File: src/rtl/button_pkg.sv
// Shared types and constants for the button event capture front-end.
package button_pkg;

  typedef enum logic [1:0] {RELEASED, PRESSED, REPEAT} btn_state_t;

  localparam int DEF_N_BUTTONS       = 4;
  localparam int DEF_DEBOUNCE_CYCLES = 1_000_000;
  localparam int DEF_HOLD_CYCLES     = 25_000_000;
  localparam int DEF_REPEAT_CYCLES   = 5_000_000;

  // One counter width serves debounce, hold and repeat so every counter reaches its terminal value.
  function automatic int cnt_width(input int a, input int b, input int c);
    int m;
    m = a;
    if (b > m) m = b;
    if (c > m) m = c;
    return $clog2(m) + 1;
  endfunction

endpackage

File: src/rtl/button_channel.sv
// One button: synchroniser, debounce/hold counters, state machine, press pulse and sticky event bit.
module button_channel
  import button_pkg::*;
#(
  parameter int DEBOUNCE_CYCLES = DEF_DEBOUNCE_CYCLES,
  parameter int HOLD_CYCLES     = DEF_HOLD_CYCLES,
  parameter int REPEAT_CYCLES   = DEF_REPEAT_CYCLES
) (
  input  logic clk,
  input  logic reset_n,
  input  logic button_n_i,
  input  logic repeat_en_i,
  input  logic event_clr_i,
  output logic pressed_o,
  output logic press_pulse_o,
  output logic event_o
);

  localparam int CW = cnt_width(DEBOUNCE_CYCLES, HOLD_CYCLES, REPEAT_CYCLES);
  localparam logic [CW-1:0] DB_LAST   = CW'(DEBOUNCE_CYCLES - 1);
  localparam logic [CW-1:0] HOLD_LAST = CW'(HOLD_CYCLES - 1);
  localparam logic [CW-1:0] REP_LAST  = CW'(REPEAT_CYCLES - 1);

  logic          sync1_q, sync2_q;
  btn_state_t    state_q, state_d;
  logic [CW-1:0] db_q, db_d, hold_q, hold_d;
  logic          pulse_q, pulse_d, pressed_q, pressed_d, ev_q, ev_d;
  logic          smp_pressed;

  assign smp_pressed = ~sync2_q;

  always_comb begin
    state_d = state_q;
    db_d    = db_q;
    hold_d  = hold_q;
    pulse_d = 1'b0;
    case (state_q)
      RELEASED: begin
        hold_d = '0;
        if (!smp_pressed) db_d = '0;
        else if (db_q == DB_LAST) begin
          db_d    = '0;
          state_d = PRESSED;
          pulse_d = 1'b1;
        end else db_d = db_q + 1'b1;
      end
      default: begin
        if (state_q == PRESSED) begin
          // Without repeat_en the hold count parks at its last value.
          if (hold_q == HOLD_LAST) begin
            if (repeat_en_i) begin
              pulse_d = 1'b1;
              state_d = REPEAT;
              hold_d  = '0;
            end
          end else hold_d = hold_q + 1'b1;
        end else begin
          if (hold_q == REP_LAST) begin
            hold_d  = '0;
            pulse_d = repeat_en_i;
          end else hold_d = hold_q + 1'b1;
        end
        // Accepted release wins over a coincident repeat pulse.
        if (smp_pressed) db_d = '0;
        else if (db_q == DB_LAST) begin
          db_d    = '0;
          hold_d  = '0;
          state_d = RELEASED;
          pulse_d = 1'b0;
        end else db_d = db_q + 1'b1;
      end
    endcase
    pressed_d = (state_d != RELEASED);
    ev_d      = pulse_q ? 1'b1 : (event_clr_i ? 1'b0 : ev_q);
  end

  always_ff @(posedge clk or negedge reset_n) begin
    if (!reset_n) begin
      sync1_q   <= 1'b1;
      sync2_q   <= 1'b1;
      state_q   <= RELEASED;
      db_q      <= '0;
      hold_q    <= '0;
      pulse_q   <= 1'b0;
      pressed_q <= 1'b0;
      ev_q      <= 1'b0;
    end else begin
      sync1_q   <= button_n_i;
      sync2_q   <= sync1_q;
      state_q   <= state_d;
      db_q      <= db_d;
      hold_q    <= hold_d;
      pulse_q   <= pulse_d;
      pressed_q <= pressed_d;
      ev_q      <= ev_d;
    end
  end

  assign pressed_o     = pressed_q;
  assign press_pulse_o = pulse_q;
  assign event_o       = ev_q;

endmodule

File: src/rtl/button_event_capture.sv
// Array of independent button channels in front of the inputs PIO.
module button_event_capture
  import button_pkg::*;
#(
  parameter int N_BUTTONS       = DEF_N_BUTTONS,
  parameter int DEBOUNCE_CYCLES = DEF_DEBOUNCE_CYCLES,
  parameter int HOLD_CYCLES     = DEF_HOLD_CYCLES,
  parameter int REPEAT_CYCLES   = DEF_REPEAT_CYCLES
) (
  input  logic                 clk,
  input  logic                 reset_n,
  input  logic [N_BUTTONS-1:0] buttons_n,
  input  logic                 repeat_en,
  input  logic [N_BUTTONS-1:0] events_clr,
  output logic [N_BUTTONS-1:0] pressed,
  output logic [N_BUTTONS-1:0] press_pulse,
  output logic [N_BUTTONS-1:0] events
);

  for (genvar i = 0; i < N_BUTTONS; i++) begin : g_ch
    button_channel #(
      .DEBOUNCE_CYCLES(DEBOUNCE_CYCLES),
      .HOLD_CYCLES    (HOLD_CYCLES),
      .REPEAT_CYCLES  (REPEAT_CYCLES)
    ) u_ch (
      .clk          (clk),
      .reset_n      (reset_n),
      .button_n_i   (buttons_n[i]),
      .repeat_en_i  (repeat_en),
      .event_clr_i  (events_clr[i]),
      .pressed_o    (pressed[i]),
      .press_pulse_o(press_pulse[i]),
      .event_o      (events[i])
    );
  end

endmodule
File: config.mk
export PLATFORM = sky130hd
export DESIGN_NAME = button_event_capture
export DESIGN_NICKNAME = d
export VERILOG_FILES = /design/src/rtl/button_pkg.sv /design/src/rtl/button_channel.sv /design/src/rtl/button_event_capture.sv
export SDC_FILE = /design/constraint.sdc
export NUM_CORES = 1
export LEC_CHECK = 0
export BUFFER_PORTS_ARGS = -buffer_cell sky130_fd_sc_hd__buf_4
export CORE_MARGIN = 5
export CORE_UTILIZATION = 50
export DETAILED_ROUTE_END_ITERATION = 12
export GPL_ROUTABILITY_DRIVEN = 0
export PLACE_DENSITY = 0.71
export REMOVE_ABC_BUFFERS = 1
export SLEW_MARGIN = 20
export SYNTH_ARGS = -nofsm -noshare
export SYNTH_HDL_FRONTEND = slang
export SYNTH_SLANG_ARGS = --single-unit
File: constraint.sdc
create_clock -name clk -period 3.6 [get_ports clk]
set_input_delay 0.36 -clock clk [delete_from_list [all_inputs] [get_ports clk]]
set_output_delay 0.36 -clock clk [all_outputs]
set_load 0.02 [all_outputs]
## Word level (Yosys, flattened, before mapping)

Cells that the tools add are included.
Widths: inputs -> output; s select.

| cells by class | value |
|---|---|
| add/subtract/negate cells | 8 |
| equal/unequal tests | 16 |
| multiplexer cells | 117 |
| reductions and logical operators | 12 |

Operators with widths:

| operator | number |
|---|---|
| $mux 26 | 44 |
| $add 26x1->26 const B | 8 |
| $eq 26x20->1 const B | 4 |
| $eq 26x23->1 const B | 4 |
| $eq 26x25->1 const B | 4 |
| $mux 2 | 32 |
| $mux 1 | 41 |
| $reduce_bool 2->1 | 8 |
| $eq 2x1->1 const B | 4 |
| $logic_not 2->1 | 4 |

| word-level totals | value |
|---|---|
| register bits | 236 |
| input bits | 11 |
| word-level logic and storage cells | 185 |

## Depth between registers and ports, before layout

| logic depth | value |
|---|---|
| depth after elaboration | 7 |
| gate-level depth with buffers | 8 |
| gate-level depth less buffers | 6 |

## Modules after synthesis

From an unflattened synthesis, not the netlist that was laid out.

| unflattened totals | value |
|---|---|
| cell total of the unflattened synthesis | 1246 |
| area, all modules | 12154.2 um^2 |

By module, submodules not included:

| module | times used | cells an instance | area an instance (um^2) | sequential area each (um^2) |
|---|---|---|---|---|
| button_channel at g_ch[0].u_ch ... | 3 | 312 | 3025.4 | 1478.9 |
| button_channel at g_ch[3].u_ch | 1 | 310 | 3078.0 | 1478.9 |

## Worst setup path before layout

OpenSTA, ideal clock, no wires.

| timing path | value |
|---|---|
| path type | reg-to-reg |
| start point | register g_ch[1].u_ch.db_q[7] |
| end point | register g_ch[1].u_ch.pressed_q |
| setup time | 124 ps |
| data arrival time | 1838 ps |
| required time | 3476 ps |
| setup slack | 1638 ps |
| cell stages (with the launch flop) | 6 |
| period minus slack after synthesis | 1962 ps |
| cells stage by stage | dfrtp_1 > or4b_2 > nor4_4 > nand4_1 > o211a_1 > or2_1 |

| between the ends | value |
|---|---|
| word-level cells in the longest chain between the ends | 5 |
| elaborated cells between the ends (all ways) | 7 |

RTL lines:

| item | line | source |
|---|---|---|
| start, declared | button_channel.sv:26 | `logic [CW-1:0] db_q, db_d, hold_q, hold_d;` |
| start signal, assigned | button_channel.sv:82 | `db_q <= '0;` |
| start signal, assigned | button_channel.sv:91 | `db_q <= db_d;` |
| $eq 26x20->1 * | button_channel.sv:41, button_channel.sv:65 |  |
| $mux 2 (on tied branches) | button_channel.sv:65, button_channel.sv:41 |  |
| $mux 2 (on tied branches) | button_channel.sv:64, button_channel.sv:40 |  |
| $mux 2 * | button_channel.sv:37 | `case (state_q)` |
| net g_ch[1].u_ch.state_d[0] | button_channel.sv:25 | `btn_state_t state_q, state_d;` |
| $reduce_bool 2->1 * | button_channel.sv:73 | `pressed_d = (state_d != RELEASED);` |
| net g_ch[1].u_ch.pressed_d | button_channel.sv:27 | `logic pulse_q, pulse_d, pressed_q, pressed_d, ev_q, ev_d;` |
| end signal, assigned | button_channel.sv:94 | `pressed_q <= pressed_d;` |
| end, declared | button_channel.sv:27 |  |

Mark *: on every way through the listed nets, which the timed path passes. The rest lies on a longest branch.
A chain may end at the register's enable or synchronous reset.

## Final worst setup path

| timing path | value |
|---|---|
| start point | register g_ch[1].u_ch.db_q[7] |
| end point | register g_ch[1].u_ch.db_q[20] |

| between the ends | value |
|---|---|
| word-level cells in the longest chain between the ends | 4 |
| elaborated cells between the ends (all ways) | 6 |

RTL lines:

| item | line |
|---|---|
| $add 26x1->26 / $eq 26x20->1 (equally long branches) | -- |
| $mux 26 * | button_channel.sv:41, button_channel.sv:65 |
| $mux 26 (on tied branches) | button_channel.sv:64, button_channel.sv:40 |
| $mux 26 * | button_channel.sv:37 |
| net g_ch[1].u_ch.db_d[20] | button_channel.sv:26 |

Marked as above.

==> flow_summary.yaml <==
sta:
  slew_viol_final: 0
  relSlewSlack_pct: 37.1
  final.setup_skew_ns: 0.0125
  worstMarginPinSlew_ns: 0.935
  grt_setup_unrepaired: "no"
  fin_setup_tns_ns: 0
  fin_crit_ns: 2.48
  max_clock_freq_ghz: 0.403
  hold_viol: 0
  holdWs_ns: 0.101
  setup_ws_ns: 1.12
  setup_violations: 0
  post-route-period-util_pct: 68.9
die:
  io_pins: 23
  rows: 57
  die_h_um: 166
  die_area_mm2: 0.0276
  core_mm2: 0.0242
  initial_core_util_pct: 50.4
  die_w_um: 166
clock_network:
  postCtsSetupBuffers: 0
  clock_latency_ns: 0.53
  cts_buffers: 26
  cts_buffer_depth: 3
  htreeDepth: 1
  cts_tree: "yes"
  clockRootBuffer: "clkbuf_16"
  clkTransAtPathRegs_ns: 0.06
  clock-sinks: 236
routing:
  dr_wl_met3_um: 760
  wl_per_cell_um: 15.0
  drt-vias-per-instance: 5.60
  top_layer: "met4"
  drc: 0
  final_antenna_net_count: 0
  dr.pass1.iters: 5
  num_vias: 9222
  drtIter0Drc: 550
  postRouteWirelength_mm: 24.7
  met1_length_mm: 11.6
  routed-wl-met2_mm: 11.7
synthesis:
  synthFlopType: "dfrtp_1"
  synthArstFlopShare_pct: 100
  ys_types: 63
  synthesis.area_mm2: 0.0122
  syn_avg_cell_area_um2: 9.51
  yosysSeqAreaShare_pct: 48.6
  yosys_warnings: 0
  syn_inst: 1281
  synth-seq-cells: 236
  synth_edf_count: 0
placement:
  numPortBuffers: 22
  hpwl_mm: 16.8
  post-place-ws_ns: 1.14
final_layout:
  area_growth_pct: 11.0
  fin_nets: 1321
  antenna_cells: 0
  drive_gt1_share_pct: 7.03
  nFillCells: 2120
  post-route-util_pct: 55.9
flow_run:
  cap_violations: 0
power_and_ir_drop:
  power_density_mw_per_mm2: 404
  p_leak_nw: 5.79
  power_mw: 5.46
  max-vdd-ir-drop_mv: 0.336
setup_path:
  required_ns: 3.97
  start_kind: "flop"
  critPathMaxFanout: 26
  reg2reg_from: "g_ch[1].u_ch.db_q[7]$_DFF_PN0_"
  path_class: "reg -> reg"
  cp-end-kind: "flop"
  r2r_setup_slack_ns: 1.12
  arrival_ns: 2.85
  r2r_end: "g_ch[1].u_ch.db_q[20]$_DFF_PN0_"
  r2r.worst_path.cells: 5
min_path:
  hold_path.class: "in -> reg"
  hold_end: "g_ch[3].u_ch.event_o$_DFFE_PN0P_"
  hold_start: "events_clr[3]"
  hold_depth: 3
global_route:
  grt_pass1_vias: 9245
  antenna_found_initial: 0
  gr-usage-all-layers_pct: 18.2
  grt_pass1_wl_mm: 44.2
  grt_max_degree: 108
  grt_overflow: 0
status:
  outcome: "complete, no violations"
synth_stat cells, drive strengths merged, types with 3 or more instances:
| cell type | n | area (um2) |
|---|---|---|
| xnor2 | 76 | 666 |
| and2 | 12 | 75.1 |
| nand3b | 4 | 33.8 |
| nand3 | 74 | 375 |
| buf | 24 | 163 |
| or3b | 3 | 26.3 |
| nor2 | 219 | 822 |
| nand4bb | 3 | 33.8 |
| o21a | 4 | 30.0 |
| dfstp | 8 | 210 |
| nand2b | 7 | 43.8 |
| and4b | 5 | 50.1 |
| clkbuf | 17 | 63.8 |
| xor2 | 104 | 911 |
| nor4bb | 5 | 50.1 |
| o21ai | 15 | 78.8 |
| inv | 30 | 113 |
| nor4 | 38 | 268 |
| or3 | 6 | 37.5 |
| dfrtp | 228 | 5710 |
| and4 | 29 | 254 |
| a21oi | 41 | 205 |
| nand4 | 84 | 526 |
| or4b | 3 | 33.8 |
| nand2 | 103 | 387 |
| ha | 8 | 100 |
| a21o | 4 | 30.0 |
| or2 | 4 | 25.0 |
| nor3 | 29 | 145 |
| nand4b | 4 | 35.0 |
| a31oi | 8 | 50.1 |
| nor4b | 12 | 120 |
| o31ai | 3 | 22.5 |
| and3 | 36 | 226 |
| a211oi | 3 | 22.5 |
| or4 | 7 | 52.6 |
what timing repair did:
item	in CTS	in global routing
endpoints found under the hold margin	107	0
gates resized for setup	0	0
hold buffers	5	0
worst max-delay path: stages, from the launching register on:
cell and delay, ns:
dfrtp_1 0.44, or4b_2 0.74, nor4_4 0.21, nand3_1 0.11, nand2_1 0.67, nor2_1 0.15
through the flow:
step           instances  instance area (um2)
2_1_floorplan       1240                12000
3_3_place_gp        1593                12600
3_5_place_dp        1593                12600
4_1_cts             1646                13500
5_1_grt             1646                13500
6_report            1646                13500
power breakdown:
| part | leakage (nW) | switching, mW | internal (mW) | total, mW |
|---|---|---|---|---|
| Clock | 0.424 | 1.03 | 1.62 | 2.65 |
| Sequential | 3.15 | 0.0151 | 2.67 | 2.69 |
| Combinational | 2.22 | 0.0887 | 0.0304 | 0.119 |
| Total | 5.79 | 1.13 | 4.32 | 5.46 |
flip-flops by register name (all words and copies together) (netlist names):
signal	count
g_ch.u_ch.event_o	4
g_ch.u_ch.state_q	8
g_ch.u_ch.hold_q	104
g_ch.u_ch.sync1_q	4
g_ch.u_ch.pressed_o	4
g_ch.u_ch.db_q	104
g_ch.u_ch.press_pulse_o	4
g_ch.u_ch.sync2_q	4
how the worst max path moves through the flow:
stage,start,endpoint,slack (ns)
3_5_place_dp,g_ch[1].u_ch.db_q[7]$_DFF_PN0_,g_ch[1].u_ch.db_q[20]$_DFF_PN0_,1.14
6_report,g_ch[1].u_ch.db_q[7]$_DFF_PN0_,g_ch[1].u_ch.db_q[20]$_DFF_PN0_,1.12
2_1_floorplan,g_ch[3].u_ch.db_q[7]$_DFF_PN0_,g_ch[3].u_ch.db_q[10]$_DFF_PN0_,1.40
5_1_grt,g_ch[2].u_ch.db_q[0]$_DFF_PN0_,g_ch[2].u_ch.db_q[21]$_DFF_PN0_,0.90
3_3_place_gp,g_ch[1].u_ch.db_q[7]$_DFF_PN0_,g_ch[1].u_ch.db_q[8]$_DFF_PN0_,1.19
4_1_cts,g_ch[1].u_ch.db_q[7]$_DFF_PN0_,g_ch[1].u_ch.db_q[20]$_DFF_PN0_,1.12
cells in the final DEF, fill, tap and decap left out, types with 4 or more instances in the layout:
cell type,netlist,layout
clkbuf_16,0,27
or3_1,6,6
clkinv_2,0,4
dfstp_2,8,8
nor2_1,219,219
nand2_1,103,103
dfrtp_1,228,228
or4_1,7,7
and3_1,35,35
nand4b_1,4,4
dlygate4sd3_1,0,5
nor4bb_1,5,5
nor4b_1,11,11
xor2_1,104,104
a31oi_1,8,8
clkbuf_1,17,10
ha_1,8,8
clkbuf_8,0,5
xnor2_1,76,76
nand4_1,84,84
buf_4,17,27
o21a_1,4,4
nand2b_1,7,7
nand3_1,73,73
nor4_1,36,35
a21o_1,4,4
a21oi_1,41,41
o21ai_1,4,4
inv_1,30,30
and4_1,29,29
and4b_1,5,5
o21ai_0,10,10
and2_1,12,12
nor3_1,29,29
routing by layer:
layer | track usage, % | vias up
li1 | - | 4562
met5 | 0 | -
met2 | 30.5 | 143
met4 | 4.23 | 0
met1 | 25.4 | 4470
met3 | 2.52 | 47
cells by family (layout without fill, tap and decap cells):
logic type / after synthesis / in the layout / share of synthesized area [%]
xor gates and xnor gates: 180 / 180 / 12.9
AOI/OAI and AO/OA: 92 / 92 / 4.75
adders and majority gates: 8 / 8 / 0.822
muxes: 2 / 2 / 0.164
and+or+nand+nor: 691 / 691 / 29.9
buffers and inverters: 72 / 113 / 2.81
DFF: 236 / 236 / 48.6
final cells by class:
type | instances | area [um2] | area share (%)
repair buffers | 34 | 288 | 2.13
clock buffers | 42 | 782 | 5.79
well taps | 324 | 405 | 3.00
flip-flops and latches | 236 | 5920 | 43.8
clock inverters | 6 | 80.1 | 0.592
multi-input cells | 973 | 5930 | 43.9
inverters | 31 | 116 | 0.861
(Power assumes the default switching activity.)
